<file path="src/rtl/drive_sequencer_pkg.sv">
// rtl/drive_sequencer_pkg.sv - command/state types and gate helpers for drive_sequencer
package drive_pkg;

   typedef enum logic [2:0] {
      CMD_STOP  = 3'd0,
      CMD_FWD   = 3'd1,
      CMD_FWD_L = 3'd2,
      CMD_FWD_R = 3'd3,
      CMD_REV   = 3'd4,
      CMD_REV_L = 3'd5,
      CMD_REV_R = 3'd6
   } cmd_e;

   typedef enum logic [2:0] {
      ST_IDLE  = 3'd0,
      ST_RUN   = 3'd1,
      ST_BRAKE = 3'd2,
      ST_DEAD  = 3'd3,
      ST_HALT  = 3'd4
   } state_e;

   typedef enum logic [1:0] {
      POL_NONE = 2'd0,
      POL_FWD  = 2'd1,
      POL_REV  = 2'd2
   } pol_e;

   // Gate vector order: {left_fwd, left_rev, right_fwd, right_rev}
   localparam logic [3:0] GATES_OFF = 4'b0000;

   function automatic pol_e polarity(input cmd_e cmd);
      case (cmd)
         CMD_FWD, CMD_FWD_L, CMD_FWD_R: return POL_FWD;
         CMD_REV, CMD_REV_L, CMD_REV_R: return POL_REV;
         default:                       return POL_NONE;
      endcase
   endfunction

   // Turning left idles the left wheel, turning right idles the right wheel.
   function automatic logic [3:0] gates(input cmd_e cmd);
      case (cmd)
         CMD_FWD:   return 4'b1010;
         CMD_FWD_L: return 4'b0010;
         CMD_FWD_R: return 4'b1000;
         CMD_REV:   return 4'b0101;
         CMD_REV_L: return 4'b0001;
         CMD_REV_R: return 4'b0100;
         default:   return GATES_OFF;
      endcase
   endfunction

   // One duty step toward the target; never overshoots.
   function automatic logic [3:0] step_toward(input logic [3:0] cur, input logic [3:0] tgt);
      if (cur < tgt)
         return cur + 4'd1;
      else if (cur > tgt)
         return cur - 4'd1;
      else
         return cur;
   endfunction

endpackage

</file>
<file path="src/rtl/drive_sequencer_tick_gen.sv">
// rtl/drive_sequencer_tick_gen.sv - free-running divider producing a one-clock ramp tick
module tick_gen #(
   parameter int TICK_DIV = 50000
) (
   input  logic CLK,
   input  logic rst,
   output logic tick
);

   localparam int CW = (TICK_DIV > 1) ? $clog2(TICK_DIV) : 1;
   localparam logic [CW-1:0] LAST = CW'(TICK_DIV - 1);

   logic [CW-1:0] r_cnt;

   // Count 0..TICK_DIV-1 and wrap; the tick marks the last count.
   always_ff @(posedge CLK or posedge rst) begin
      if (rst)
         r_cnt <= '0;
      else if (r_cnt == LAST)
         r_cnt <= '0;
      else
         r_cnt <= r_cnt + CW'(1);
   end

   assign tick = (r_cnt == LAST);

endmodule

</file>
<file path="src/rtl/drive_sequencer.sv">
// rtl/drive_sequencer.sv - arbitrated, ramped motor command sequencer with safe reversal
module drive_sequencer
   import drive_pkg::*;
#(
   parameter int TICK_DIV   = 50000,
   parameter int DEAD_TICKS = 4
) (
   input  logic       CLK,
   input  logic       rst,
   input  logic       step_en,
   input  logic       iS1,
   input  logic       iS2,
   input  logic       up,
   input  logic       down,
   input  logic       left,
   input  logic       right,
   input  logic       obstacle,
   input  logic [3:0] speed_sel,
   output logic [3:0] duty,
   output logic       left_fwd,
   output logic       left_rev,
   output logic       right_fwd,
   output logic       right_rev,
   output logic [2:0] state
);

   localparam int DCW = (DEAD_TICKS > 1) ? $clog2(DEAD_TICKS) : 1;
   localparam logic [DCW-1:0] DEAD_LAST = DCW'(DEAD_TICKS - 1);

   logic           w_tick;
   logic [7:0]     w_async_in;
   logic [7:0]     r_sync1;
   logic [7:0]     r_sync2;
   logic           w_obs, w_step_en, w_s1, w_s2, w_up, w_down, w_left, w_right;
   cmd_e           w_cmd;
   pol_e           w_cmd_pol;
   logic [3:0]     w_target;

   state_e         r_state, w_state_nxt;
   cmd_e           r_cmd, w_cmd_nxt;
   logic [3:0]     r_duty, w_duty_nxt;
   logic [DCW-1:0] r_dead_cnt, w_dead_nxt;
   logic [3:0]     r_gates, w_gates_nxt;

   tick_gen #(
      .TICK_DIV (TICK_DIV)
   ) u_tick_gen (
      .CLK  (CLK),
      .rst  (rst),
      .tick (w_tick)
   );

   assign w_async_in = {obstacle, step_en, iS1, iS2, up, down, left, right};

   // Two-flop synchronizer for every single-bit control input.
   always_ff @(posedge CLK or posedge rst) begin
      if (rst) begin
         r_sync1 <= '0;
         r_sync2 <= '0;
      end else begin
         r_sync1 <= w_async_in;
         r_sync2 <= r_sync1;
      end
   end

   assign {w_obs, w_step_en, w_s1, w_s2, w_up, w_down, w_left, w_right} = r_sync2;

   // Decode the synced inputs into a single drive command.
   always_comb begin
      w_cmd = CMD_STOP;
      if (w_step_en) begin
         case ({w_s1, w_s2})
            2'b00:   w_cmd = CMD_FWD;
            2'b01:   w_cmd = CMD_FWD_R;
            2'b10:   w_cmd = CMD_FWD_L;
            default: w_cmd = CMD_STOP;
         endcase
      end else begin
         case ({w_up, w_down, w_left, w_right})
            4'b1000: w_cmd = CMD_FWD;
            4'b1010: w_cmd = CMD_FWD_L;
            4'b1001: w_cmd = CMD_FWD_R;
            4'b0100: w_cmd = CMD_REV;
            4'b0110: w_cmd = CMD_REV_L;
            4'b0101: w_cmd = CMD_REV_R;
            default: w_cmd = CMD_STOP;
         endcase
      end
   end

   assign w_cmd_pol = polarity(w_cmd);
   assign w_target  = (w_cmd != CMD_STOP) ? speed_sel : 4'd0;

   // State, applied command, duty, dead counter and gates share one register stage.
   always_ff @(posedge CLK or posedge rst) begin
      if (rst) begin
         r_state    <= ST_IDLE;
         r_cmd      <= CMD_STOP;
         r_duty     <= 4'd0;
         r_dead_cnt <= '0;
         r_gates    <= GATES_OFF;
      end else begin
         r_state    <= w_state_nxt;
         r_cmd      <= w_cmd_nxt;
         r_duty     <= w_duty_nxt;
         r_dead_cnt <= w_dead_nxt;
         r_gates    <= w_gates_nxt;
      end
   end

   // Next state: obstacle beats reversal beats steering beats ramping.
   always_comb begin
      w_state_nxt = r_state;
      w_cmd_nxt   = r_cmd;
      w_duty_nxt  = r_duty;
      w_dead_nxt  = r_dead_cnt;

      if (w_obs) begin
         w_state_nxt = ST_HALT;
         w_duty_nxt  = 4'd0;
         w_dead_nxt  = '0;
      end else begin
         case (r_state)
            ST_IDLE: begin
               w_duty_nxt = 4'd0;
               if (w_cmd != CMD_STOP) begin
                  w_state_nxt = ST_RUN;
                  w_cmd_nxt   = w_cmd;
               end
            end
            ST_RUN: begin
               if ((w_cmd_pol != POL_NONE) && (w_cmd_pol != polarity(r_cmd))) begin
                  w_state_nxt = ST_BRAKE;
               end else if ((w_cmd != CMD_STOP) && (w_cmd != r_cmd)) begin
                  w_cmd_nxt = w_cmd;
               end else if ((w_cmd == CMD_STOP) && (r_duty == 4'd0)) begin
                  w_state_nxt = ST_IDLE;
               end else if (w_tick) begin
                  w_duty_nxt = step_toward(r_duty, w_target);
               end
            end
            ST_BRAKE: begin
               if (r_duty == 4'd0) begin
                  w_state_nxt = ST_DEAD;
                  w_dead_nxt  = '0;
               end else if (w_tick) begin
                  w_duty_nxt = r_duty - 4'd1;
               end
            end
            ST_DEAD: begin
               w_duty_nxt = 4'd0;
               if (w_tick) begin
                  if (r_dead_cnt == DEAD_LAST) begin
                     w_dead_nxt = '0;
                     if (w_cmd == CMD_STOP) begin
                        w_state_nxt = ST_IDLE;
                     end else begin
                        w_state_nxt = ST_RUN;
                        w_cmd_nxt   = w_cmd;
                     end
                  end else begin
                     w_dead_nxt = r_dead_cnt + DCW'(1);
                  end
               end
            end
            ST_HALT: begin
               w_duty_nxt = 4'd0;
               if (w_cmd == CMD_STOP)
                  w_state_nxt = ST_IDLE;
            end
            default: begin
               w_state_nxt = ST_IDLE;
               w_duty_nxt  = 4'd0;
               w_dead_nxt  = '0;
            end
         endcase
      end

      // Gates drive only while running or braking against the held command.
      if ((w_state_nxt == ST_RUN) || (w_state_nxt == ST_BRAKE))
         w_gates_nxt = gates(w_cmd_nxt);
      else
         w_gates_nxt = GATES_OFF;
   end

   assign duty = r_duty;
   assign state = r_state;
   assign {left_fwd, left_rev, right_fwd, right_rev} = r_gates;

endmodule

</file>
<file path="config.mk">
export PLATFORM = sky130hd
export DESIGN_NAME = drive_sequencer
export DESIGN_NICKNAME = d
export VERILOG_FILES = /design/src/rtl/drive_sequencer_pkg.sv /design/src/rtl/drive_sequencer_tick_gen.sv /design/src/rtl/drive_sequencer.sv
export SDC_FILE = /design/constraint.sdc
export NUM_CORES = 1
export LEC_CHECK = 0
export CAP_MARGIN = 10
export CORE_MARGIN = 2
export CORE_UTILIZATION = 25
export CTS_CLUSTER_SIZE = 12
export DETAILED_ROUTE_END_ITERATION = 8
export GPL_ROUTABILITY_DRIVEN = 0
export PLACE_DENSITY = 0.49
export SLEW_MARGIN = 20
export SYNTH_ARGS = -nofsm -noshare
export SYNTH_HDL_FRONTEND = slang
export SYNTH_HIERARCHICAL = 1
export SYNTH_SLANG_ARGS = --single-unit
</file>
<file path="constraint.sdc">
create_clock -name CLK -period 4 [get_ports CLK]
set_input_delay 0.8 -clock CLK [delete_from_list [all_inputs] [get_ports CLK]]
set_output_delay 0.8 -clock CLK [all_outputs]
set_load 0.02 [all_outputs]
</file>
# After elaboration in Yosys (flattened, before gate mapping)
# Index checks and enable logic that the tools add are counted.
[word_totals]
out_inout_bits = 11
ram_bits = 0
word_cells = 122
latchBits = 0
input_bits = 14
romBits = 0
reg_bits = 48
memories = 0
[classes]
order_cmp = 2
n_bitwise = 0
addsub = 4
n_reduce_logical = 17
n_mux = 45
n_div = 0
n_mul = 0
shift = 0
eq_ne = 46
[ops]
columns = ["cell", "count"]
rows = [
  ["$mux 3", 17],
  ["$mux 4", 11],
  ["$eq 3x3->1 const B", 10],
  ["$eq 3x2->1 const B", 9],
  ["$pmux 4 s6", 1],
  ["$pmux 3 s6", 1],
  ["$add 16x1->16 const B", 1],
  ["$eq 16x16->1 const B", 1],
  ["$mux 16", 1],
  ["$eq 3x1->1 const B", 5],
  ["$ne 3x3->1 const B", 5],
  ["$pmux 3 s5", 1],
  ["$reduce_or 3->1", 5],
  ["$eq 4x3->1 const B", 3],
  ["$eq 4x4->1 const B", 3],
  ["$mux 2", 6],
  ["$pmux 2 s3", 2],
  ["$ne 3x2->1 const B", 3],
  ["$pmux 3 s3", 1],
  ["$pmux 2 s2", 2],
  ["$pmux 4 s2", 1],
  ["$reduce_and 7->1", 1],
  ["$logic_not 3->1", 2],
  ["$add 4x1->4 const B", 1],
  ["other kinds (18)", 21],
]

# Longest topological paths before layout
# Gate-level depths: netlist of run 1.
[logic_depth]
ltp_word = 14
ltp_mapped = 16
ltp_nobuf = 16

# Modules after synthesis
# Netlist of run 1, hierarchy kept.
[modules_own_cells]
columns = ["module", "n_inst", "area_each_um2", "seq_area_each_um2", "cells_per_inst"]
rows = [
  ["drive_sequencer", 1, 1834.3, 800.8, 190],
  ["tick_gen", 1, 757.0, 400.4, 68],
]

# Least setup slack after synthesis of run 1
# Ideal clock, no wire load.
[synth_timing]
path_type = "register to register"
start = "register r_sync2[4]"
end = "register r_duty[3] (netlist: duty[3])"
slack_ps = 983
t_required_ps = 3922
path_stages_with_launch = 16
setup_ps = 78
period_less_slack_ps = 3017
path_buffers = 0
t_arrival_ps = 2939
path_cell_list = "dfrtp_1 ha_1 nor2_1 nor3b_2 nor3_2 nand2_1 and2_1 ha_1 inv_1 a21oi_1 o21a_1 o311ai_0 o22ai_1 o31a_1 a21bo_2 a21oi_1"
[synth_between]
elab_chain_len = 13
word_cells_on_any_way = 37
cone_classes = "order compare: 2; eq/ne: 14; mux: 11; reduce/logical: 10"
[synth_rtl]
columns = ["item", "line", "source"]
rows = [
  ["start, declared", "drive_sequencer.sv:33", "logic [7:0] r_sync2;"],
  ["start signal, assigned", "drive_sequencer.sv:62", "r_sync2 <= r_sync1;"],
  ["$eq 2x2->1 (tied with other cells)", "drive_sequencer.sv:72", "case ({w_s1, w_s2})"],
  ["$pmux 2 s3 (*)", "drive_sequencer.sv:72", ""],
  ["$mux 3 (*)", "drive_sequencer.sv:71", "if (w_step_en) begin"],
  ["$reduce_bool 3->1", "drive_sequencer.sv:92, drive_sequencer.sv:134", ""],
  ["$mux 4", "drive_sequencer.sv:92", "assign w_target = (w_cmd != CMD_STOP) ? speed_sel : 4'd0;"],
  ["$lt 4x4->1", "drive_sequencer_pkg.sv:54", "if (cur < tgt)"],
  ["$mux 4", "drive_sequencer_pkg.sv:54", ""],
  ["$mux 4", "drive_sequencer.sv:138", "end else if (w_tick) begin"],
  ["$mux 4", "drive_sequencer.sv:136", "end else if ((w_cmd == CMD_STOP) && (r_duty == 4'd0)) begin"],
  ["$mux 4", "drive_sequencer.sv:134", "end else if ((w_cmd != CMD_STOP) && (w_cmd != r_cmd)) begin"],
  ["$mux 4", "drive_sequencer.sv:132", "if ((w_cmd_pol != POL_NONE) && (w_cmd_pol != polarity(r_cmd))) begin"],
  ["$pmux 4 s2", "drive_sequencer.sv:123", "case (r_state)"],
  ["$mux 4", "drive_sequencer.sv:118", "if (w_obs) begin"],
  ["end signal, assigned", "drive_sequencer.sv:105", "r_duty <= w_duty_nxt;"],
  ["end, declared", "drive_sequencer.sv:41", "logic [3:0] r_duty, w_duty_nxt;"],
]
# Mark *: on every way between the ends. The rest lies on a longest branch, timed or not. The select of a mux whose other input is x is not followed.
# A chain may end at the register's enable or synchronous reset.

# Final worst setup path of run 1
[layout_timing]
start = "register r_sync2[5]"
end = "register r_duty[3] (netlist: duty[3])"
# The elaborated chain is that of the path after synthesis.

==> reports/qor.csv, run 1 <==
metric;value;unit
drt_wl_total;5500;um
vias_per_cell;4.66;
wl_per_cell;13.0;um
syn-cell-area;2590;um^2
slowest_delay;0.44;ns
final_cell_count_no_fill;422;
vias;1967;
path_max_fanout;8;
placed_area;3000;um^2
netlist.area_leader.share;46.4;%
crit_required;4.25;ns
worstSetupStartpoint;r_sync2[5]$_DFF_PP0_;
rsz0062_at_grt;false;
finalSetupViolCount;0;
dieArea;11200;um^2
met3_length;179;um
synth_ff_type;dfrtp_1;
first_iter_violations;98;
cts_buffers;5;
layout-drive-gt1-share;7.69;%
boundaryPins;25;
cts_setup_buffers;0;
switchingPower;0.000291;W
place_ws;0.645;ns
h-tree-depth;2;
finalHoldViolCount;0;
maxSlewViolCount;0;
syn_inst;258;
tightest_slew;0.626;ns
synth_compound_area_share;16.2;%
register_area;1200;um^2
max_freq;290;MHz
die_h;106;um
synth_seq_area_share;46.4;%
arrival;3.70;ns
drcViolationCount;0;
drtPass1Iterations;4;
synth_edf_count;0;
yosysTopAreaCell;dfrtp_1;
dp.cells;415;
synth_area_leaders;dfrtp_1, ha_1, nand2_1;
layout.nets;311;
ys_async_sr_fraction;100;%
p_leak;1.31;nW
seqPwrFrac;47.8;%
yosysUniqueCellTypes;55;
highest_layer;met4;
route.met2.wl;2450;um
p_int;0.000826;W
grt_usage;10.5;%
cts_root_buf;clkbuf_8;
finalCritPeriodShare;86.3;%
grt_overflow_total;0;
reg2reg_to;duty[3]$_DFFE_PP0P_;
grt_first_pass_wirelength;9580;um
syn_avg_cell_area;10.0;um^2
clkLatencyLatePin;0.31;ns
fin_worst_skew;0.0252;ns
rows;37;
synth_most_common_cell;dfrtp_1;
layout.filler_cells;1069;
finalSetupTns;0;ns
hold_buffers;0;
yosysWarningCount;6;
crit_end;duty[3]$_DFFE_PP0P_;
cts_num_sinks;48;
synth_nets;283;
cts_resized;0;
setup.worst_path.end_class;flip-flop;
ys_seq_elements;48;
reg2reg_from;r_sync2[5]$_DFF_PP0_;
r2r.worst_path.cells;16;
synthMuxAreaShare;1.55;%
die_x;106;um
slowest_stage;nor3_2;
antenna_found_initial;0;
initial_core_util;25.4;%
pwr-share-comb;14.8;%
hold_slack;0.332;ns
antenna_cells;0;
crit_chain;inv_1 > ha_1 > nor2_1 > nor3b_2 > nor3_2 > nand2_1 > and2_1 > ha_1 > inv_1 > a21oi_1 > o21a_1 > o311ai_0 > o22ai_1 > o31a_1 > a21bo_2 > a21oi_1;
outcome;complete, no violations;
path_class;reg -> reg;
p_sw_share;26.1;%
clockBufferDepth;2;
antenna_left;0;
hp-class;reg -> reg;
core;10200;um^2
rrSetupSlack;0.55;ns
grt_max_degree;33;
clk_pin_slew;0.11;ns
synth_xor_area_share;6.08;%
synthTopCellsByCount;dfrtp_1, nand2_1, nor2_1, a21oi_1, o21ai_0;
setup_slack;0.549;ns
ir_worst_vdd;168;uV
maxCapViolations;0;
cts_tree;built;
slew_headroom;58.2;%
period_needed;3.45;ns
yosys.area_share.simple;22.0;%
syn_to_final_growth;20.7;%
io_buffers;24;
multi_input_area;1330;um^2
p_per_area;357;nW/um^2
grt_pass1_vias;1952;
fin_area;3130;um^2
wl_met1;2810;um
critPathLaunchType;flip-flop;
synth_top_family_by_area;simple AND/OR/NAND/NOR gates;
hpwlAfterDp;3990;um
power_frac_clock;37.3;%
yosys.area_share.adder;5.31;%
-- registers in the layout (all words and copies together), names as in the netlist --
signal            cells
duty                  4
r_cmd                 3
r_dead_cnt            2
r_gates               4
r_sync1               8
r_sync2               8
state                 3
u_tick_gen/r_cnt     16
-- power by group through the flow --
stage	Combinational [W]	Sequential, W	Clock (W)
2_1_floorplan	0.000118	0.000537	0
3_3_place_gp	0.000163	0.000545	0
3_5_place_dp	0.000166	0.000544	0
4_1_cts	0.000167	0.000534	0.000432
5_1_grt	0.000185	0.000539	0.000452
6_report	0.000166	0.000534	0.000417
-- critical path, delay by kind of cell, from the launching register on --
kind / cells / cell delay (ns)
buf+inv: 2 / 0.11
compound gates: 7 / 1.46
fa+ha+maj: 2 / 0.34
simple gates: 5 / 1.12
flops: 1 / 0.36
-- layout by cell type, fill, tap and decap left out, types with 3 or more instances in the layout --
master           synthesis  routed
dfrtp_1                 48      48
nand2_1                 27      27
clkdlybuf4s50_1          0      24
nor2_1                  23      23
a21oi_1                 13      13
o21ai_0                 13      13
inv_1                   12      12
ha_1                    11      11
xor2_1                  10      10
xnor2_1                  8       8
nand3_1                  6       6
nor4_1                   6       6
nand4_1                  6       6
nor3_1                   5       5
a31oi_1                  5       5
clkbuf_8                 0       5
mux2i_1                  4       4
or3_1                    3       3
o21a_1                   3       3
o211ai_1                 3       3
nand2b_1                 3       3
nor4b_1                  3       3
-- area by class of cell --
cell class                      count  area share [%]
Clock buffer                        5            2.20
Clock inverter                      2            1.92
Inverter                           12            1.44
Multi-Input combinational cell    193            42.4
Sequential cell                    48            38.4
Tap cell                          136            5.44
Timing Repair Buffer               26            8.16
-- metrics by stage --
stage / power [W] / utilization (%)
floorplan: 0.000655 / -
global placement: 0.000708 / 29.4
detailed placement: 0.000710 / 29.4
CTS: 0.00113 / 30.7
global route: 0.00118 / 30.7
finish: 0.00112 / 30.7
-- cells by family after synthesis --
group / after synthesis
DFF: 48
adders and majority gates: 11
xor gates and xnor gates: 18
buffers and inverters: 17
muxes: 4
and+or+nand+nor: 100
AOI/OAI and AO/OA: 60
-- how the worst min path moves through the flow --
stage	from	endpoint	slack (ns)	depth (start not counted)
2_1_floorplan	r_sync1[0]$_DFF_PP0_	r_sync2[0]$_DFF_PP0_	0.33	0
3_3_place_gp	r_sync1[1]$_DFF_PP0_	r_sync2[1]$_DFF_PP0_	0.33	0
3_5_place_dp	r_sync1[4]$_DFF_PP0_	r_sync2[4]$_DFF_PP0_	0.33	0
4_1_cts	r_sync1[6]$_DFF_PP0_	r_sync2[6]$_DFF_PP0_	0.35	0
5_1_grt	r_sync1[6]$_DFF_PP0_	r_sync2[6]$_DFF_PP0_	0.35	0
6_report	r_sync1[6]$_DFF_PP0_	r_sync2[6]$_DFF_PP0_	0.33	0
-- metal layers --
layer / vias to the layer above / global-route usage (%)
met5: - / 0
met4: 0 / 3.10
met3: 5 / 2.29
met2: 33 / 16.3
met1: 939 / 14.8
li1: 990 / -
Power figures use the tool's default switching activity.
==> run 2: changes to the inputs <==
- CORE_MARGIN: 2 -> 3
- PLACE_DENSITY: 0.49 -> default
==> run 2 against run 1 <==
  * Utilization grew 0.44 points
  * Largest cell class unchanged
  * Highest routed layer unchanged
  * Global-route usage fell by 0.63 points
  * Non-clock buffer count stayed put
==> reports/qor.csv, run 2 (synthesized netlist as in run 1, its figures left out) <==
metric;value;unit
setup.worst_path.end_class;flip-flop;
clkLatencyLatePin;0.30;ns
antenna_left;0;
die_x;108;um
core;9910;um^2
h-tree-depth;2;
syn_to_final_growth;19.1;%
outcome;complete, no violations;
finalSetupViolCount;0;
io_buffers;24;
cp.buffers_inverters;1;
drt_wl_total;5340;um
rrSetupSlack;0.59;ns
slowest_stage;nor3_2;
antenna_found_initial;0;
hp-class;reg -> reg;
p_per_area;324;nW/um^2
period_needed;3.41;ns
initial_core_util;26.1;%
grt_max_degree;33;
wl_met1;2570;um
p_leak;1.29;nW
maxSlewViolCount;0;
crit_end;duty[3]$_DFFE_PP0P_;
reg2reg_from;r_sync2[4]$_DFF_PP0_;
layout.nets;311;
reg2reg_to;duty[3]$_DFFE_PP0P_;
largest_reg_flops;16;
path_depth;15;
min_from;r_sync1[1]$_DFF_PP0_;
layout-drive-gt1-share;7.69;%
slew_headroom;59.5;%
vias;1981;
drcViolationCount;0;
cts_resized;0;
route.met2.wl;2520;um
cts_tree;built;
path_max_fanout;8;
crit_chain;ha_1 > nor2_1 > nor3b_2 > nor3_2 > nand2_1 > and2_1 > ha_1 > inv_1 > a21oi_1 > o21a_1 > o311ai_0 > o22ai_1 > o31a_1 > a21bo_2 > a21oi_1;
grt_usage;9.92;%
maxCapViolations;0;
slowest_delay;0.43;ns
layout_common_cells;dfrtp_1, nand2_1, clkdlybuf4s50_1;
drtPass1Iterations;4;
reg_top3;u_tick_gen/r_cnt (16), r_sync1 (8), r_sync2 (8);
cts_buffers;5;
fin_util;31.1;%
highest_layer;met4;
wl_per_cell;12.7;um
top_register;u_tick_gen/r_cnt;
antenna_cells;0;
finalHoldViolCount;0;
finalCritPeriodShare;85.1;%
cts_num_sinks;48;
clockBufferDepth;2;
worstHoldPathCells;0;
multi_input_area;1330;um^2
met3_length;139;um
grt_first_pass_wirelength;9370;um
rows;36;
first_iter_violations;93;
crit_family;compound AO/OA/AOI/OAI gates;
die_h;108;um
cts_setup_buffers;0;
ir_worst_vdd;126;uV
grt_pass1_vias;1993;
hold_buffers;0;
crit_required;4.22;ns
grt_overflow_total;0;
layout.filler_cells;1038;
dieArea;11600;um^2
tightest_slew;0.606;ns
hpwlAfterDp;3820;um
path_class;reg -> reg;
critPathLaunchType;flip-flop;
boundaryPins;25;
arrival;3.63;ns
layout_commonest_cell;dfrtp_1;
finalSetupTns;0;ns
rsz0062_at_grt;false;
max_freq;294;MHz
clk_pin_slew;0.08;ns
vias_per_cell;4.73;
worstSetupStartpoint;r_sync2[4]$_DFF_PP0_;
register_area;1200;um^2
r2r.worst_path.cells;15;
fin_worst_skew;0.00810;ns
cts_root_buf;clkbuf_8;
## run 2: cell count changes in the layout (fill, tap and decap cells not counted), sizes merged
cell	before	now
bufinv	2	0
clkbuf	5	6
clkinv	0	1
## run 2: through the flow
step | worst slack (ns) | cells | total power [W] | hold slack (ns) | instance area, um^2
after global routing | 0.250 | 419 | 0.00106 | 0.361 | 3090
after detailed placement | 0.647 | 412 | 0.000707 | 0.335 | 2990
after floorplan | 0.983 | 258 | 0.000655 | 0.331 | 2590
after global placement | 0.770 | 412 | 0.000704 | 0.331 | 2990
after CTS | 0.603 | 419 | 0.00101 | 0.355 | 3090
final | 0.594 | 419 | 0.000999 | 0.353 | 3090
## run 2: routing by layer
metal | up-vias | track usage [%]
li1 | 994 | -
met1 | 941 | 13.0
met2 | 34 | 16.3
met3 | 12 | 2.04
met4 | 0 | 3.43
met5 | - | 0
## run 2: layout make-up
type,instances,share of cell area [%]
timing repair buffer,26,8.27
inverter,12,1.46
tap,133,5.39
clock buffer,6,2.68
sequential,48,38.9
multi-input combinational,193,43.0
clock inverter,1,0.284
## run 2: power by group
group          internal (W)  switching (W)  total, W  leakage, nW
Combinational     0.0000747      0.0000887  0.000163        0.630
Sequential         0.000504      0.0000295  0.000534        0.613
Clock              0.000138       0.000164  0.000302       0.0473
## run 2: how the worst min path moves through the flow
stage | to | slack [ns]
after global routing | r_sync2[6]$_DFF_PP0_ | 0.36
after CTS | r_sync2[2]$_DFF_PP0_ | 0.36
after floorplan | r_sync2[0]$_DFF_PP0_ | 0.33
final | r_sync2[1]$_DFF_PP0_ | 0.35
after detailed placement | r_sync2[1]$_DFF_PP0_ | 0.33
after global placement | r_sync2[7]$_DFF_PP0_ | 0.33
## run 2: worst reg2reg max path, cell delays in order, from the launching register on
cell and delay (ns):
dfrtp_1 0.40, ha_1 0.20, nor2_1 0.13, nor3b_2 0.09, nor3_2 0.43, nand2_1 0.22
and2_1 0.21, ha_1 0.17, inv_1 0.05, a21oi_1 0.07, o21a_1 0.19, o311ai_0 0.33
o22ai_1 0.17, o31a_1 0.34, a21bo_2 0.22, a21oi_1 0.12
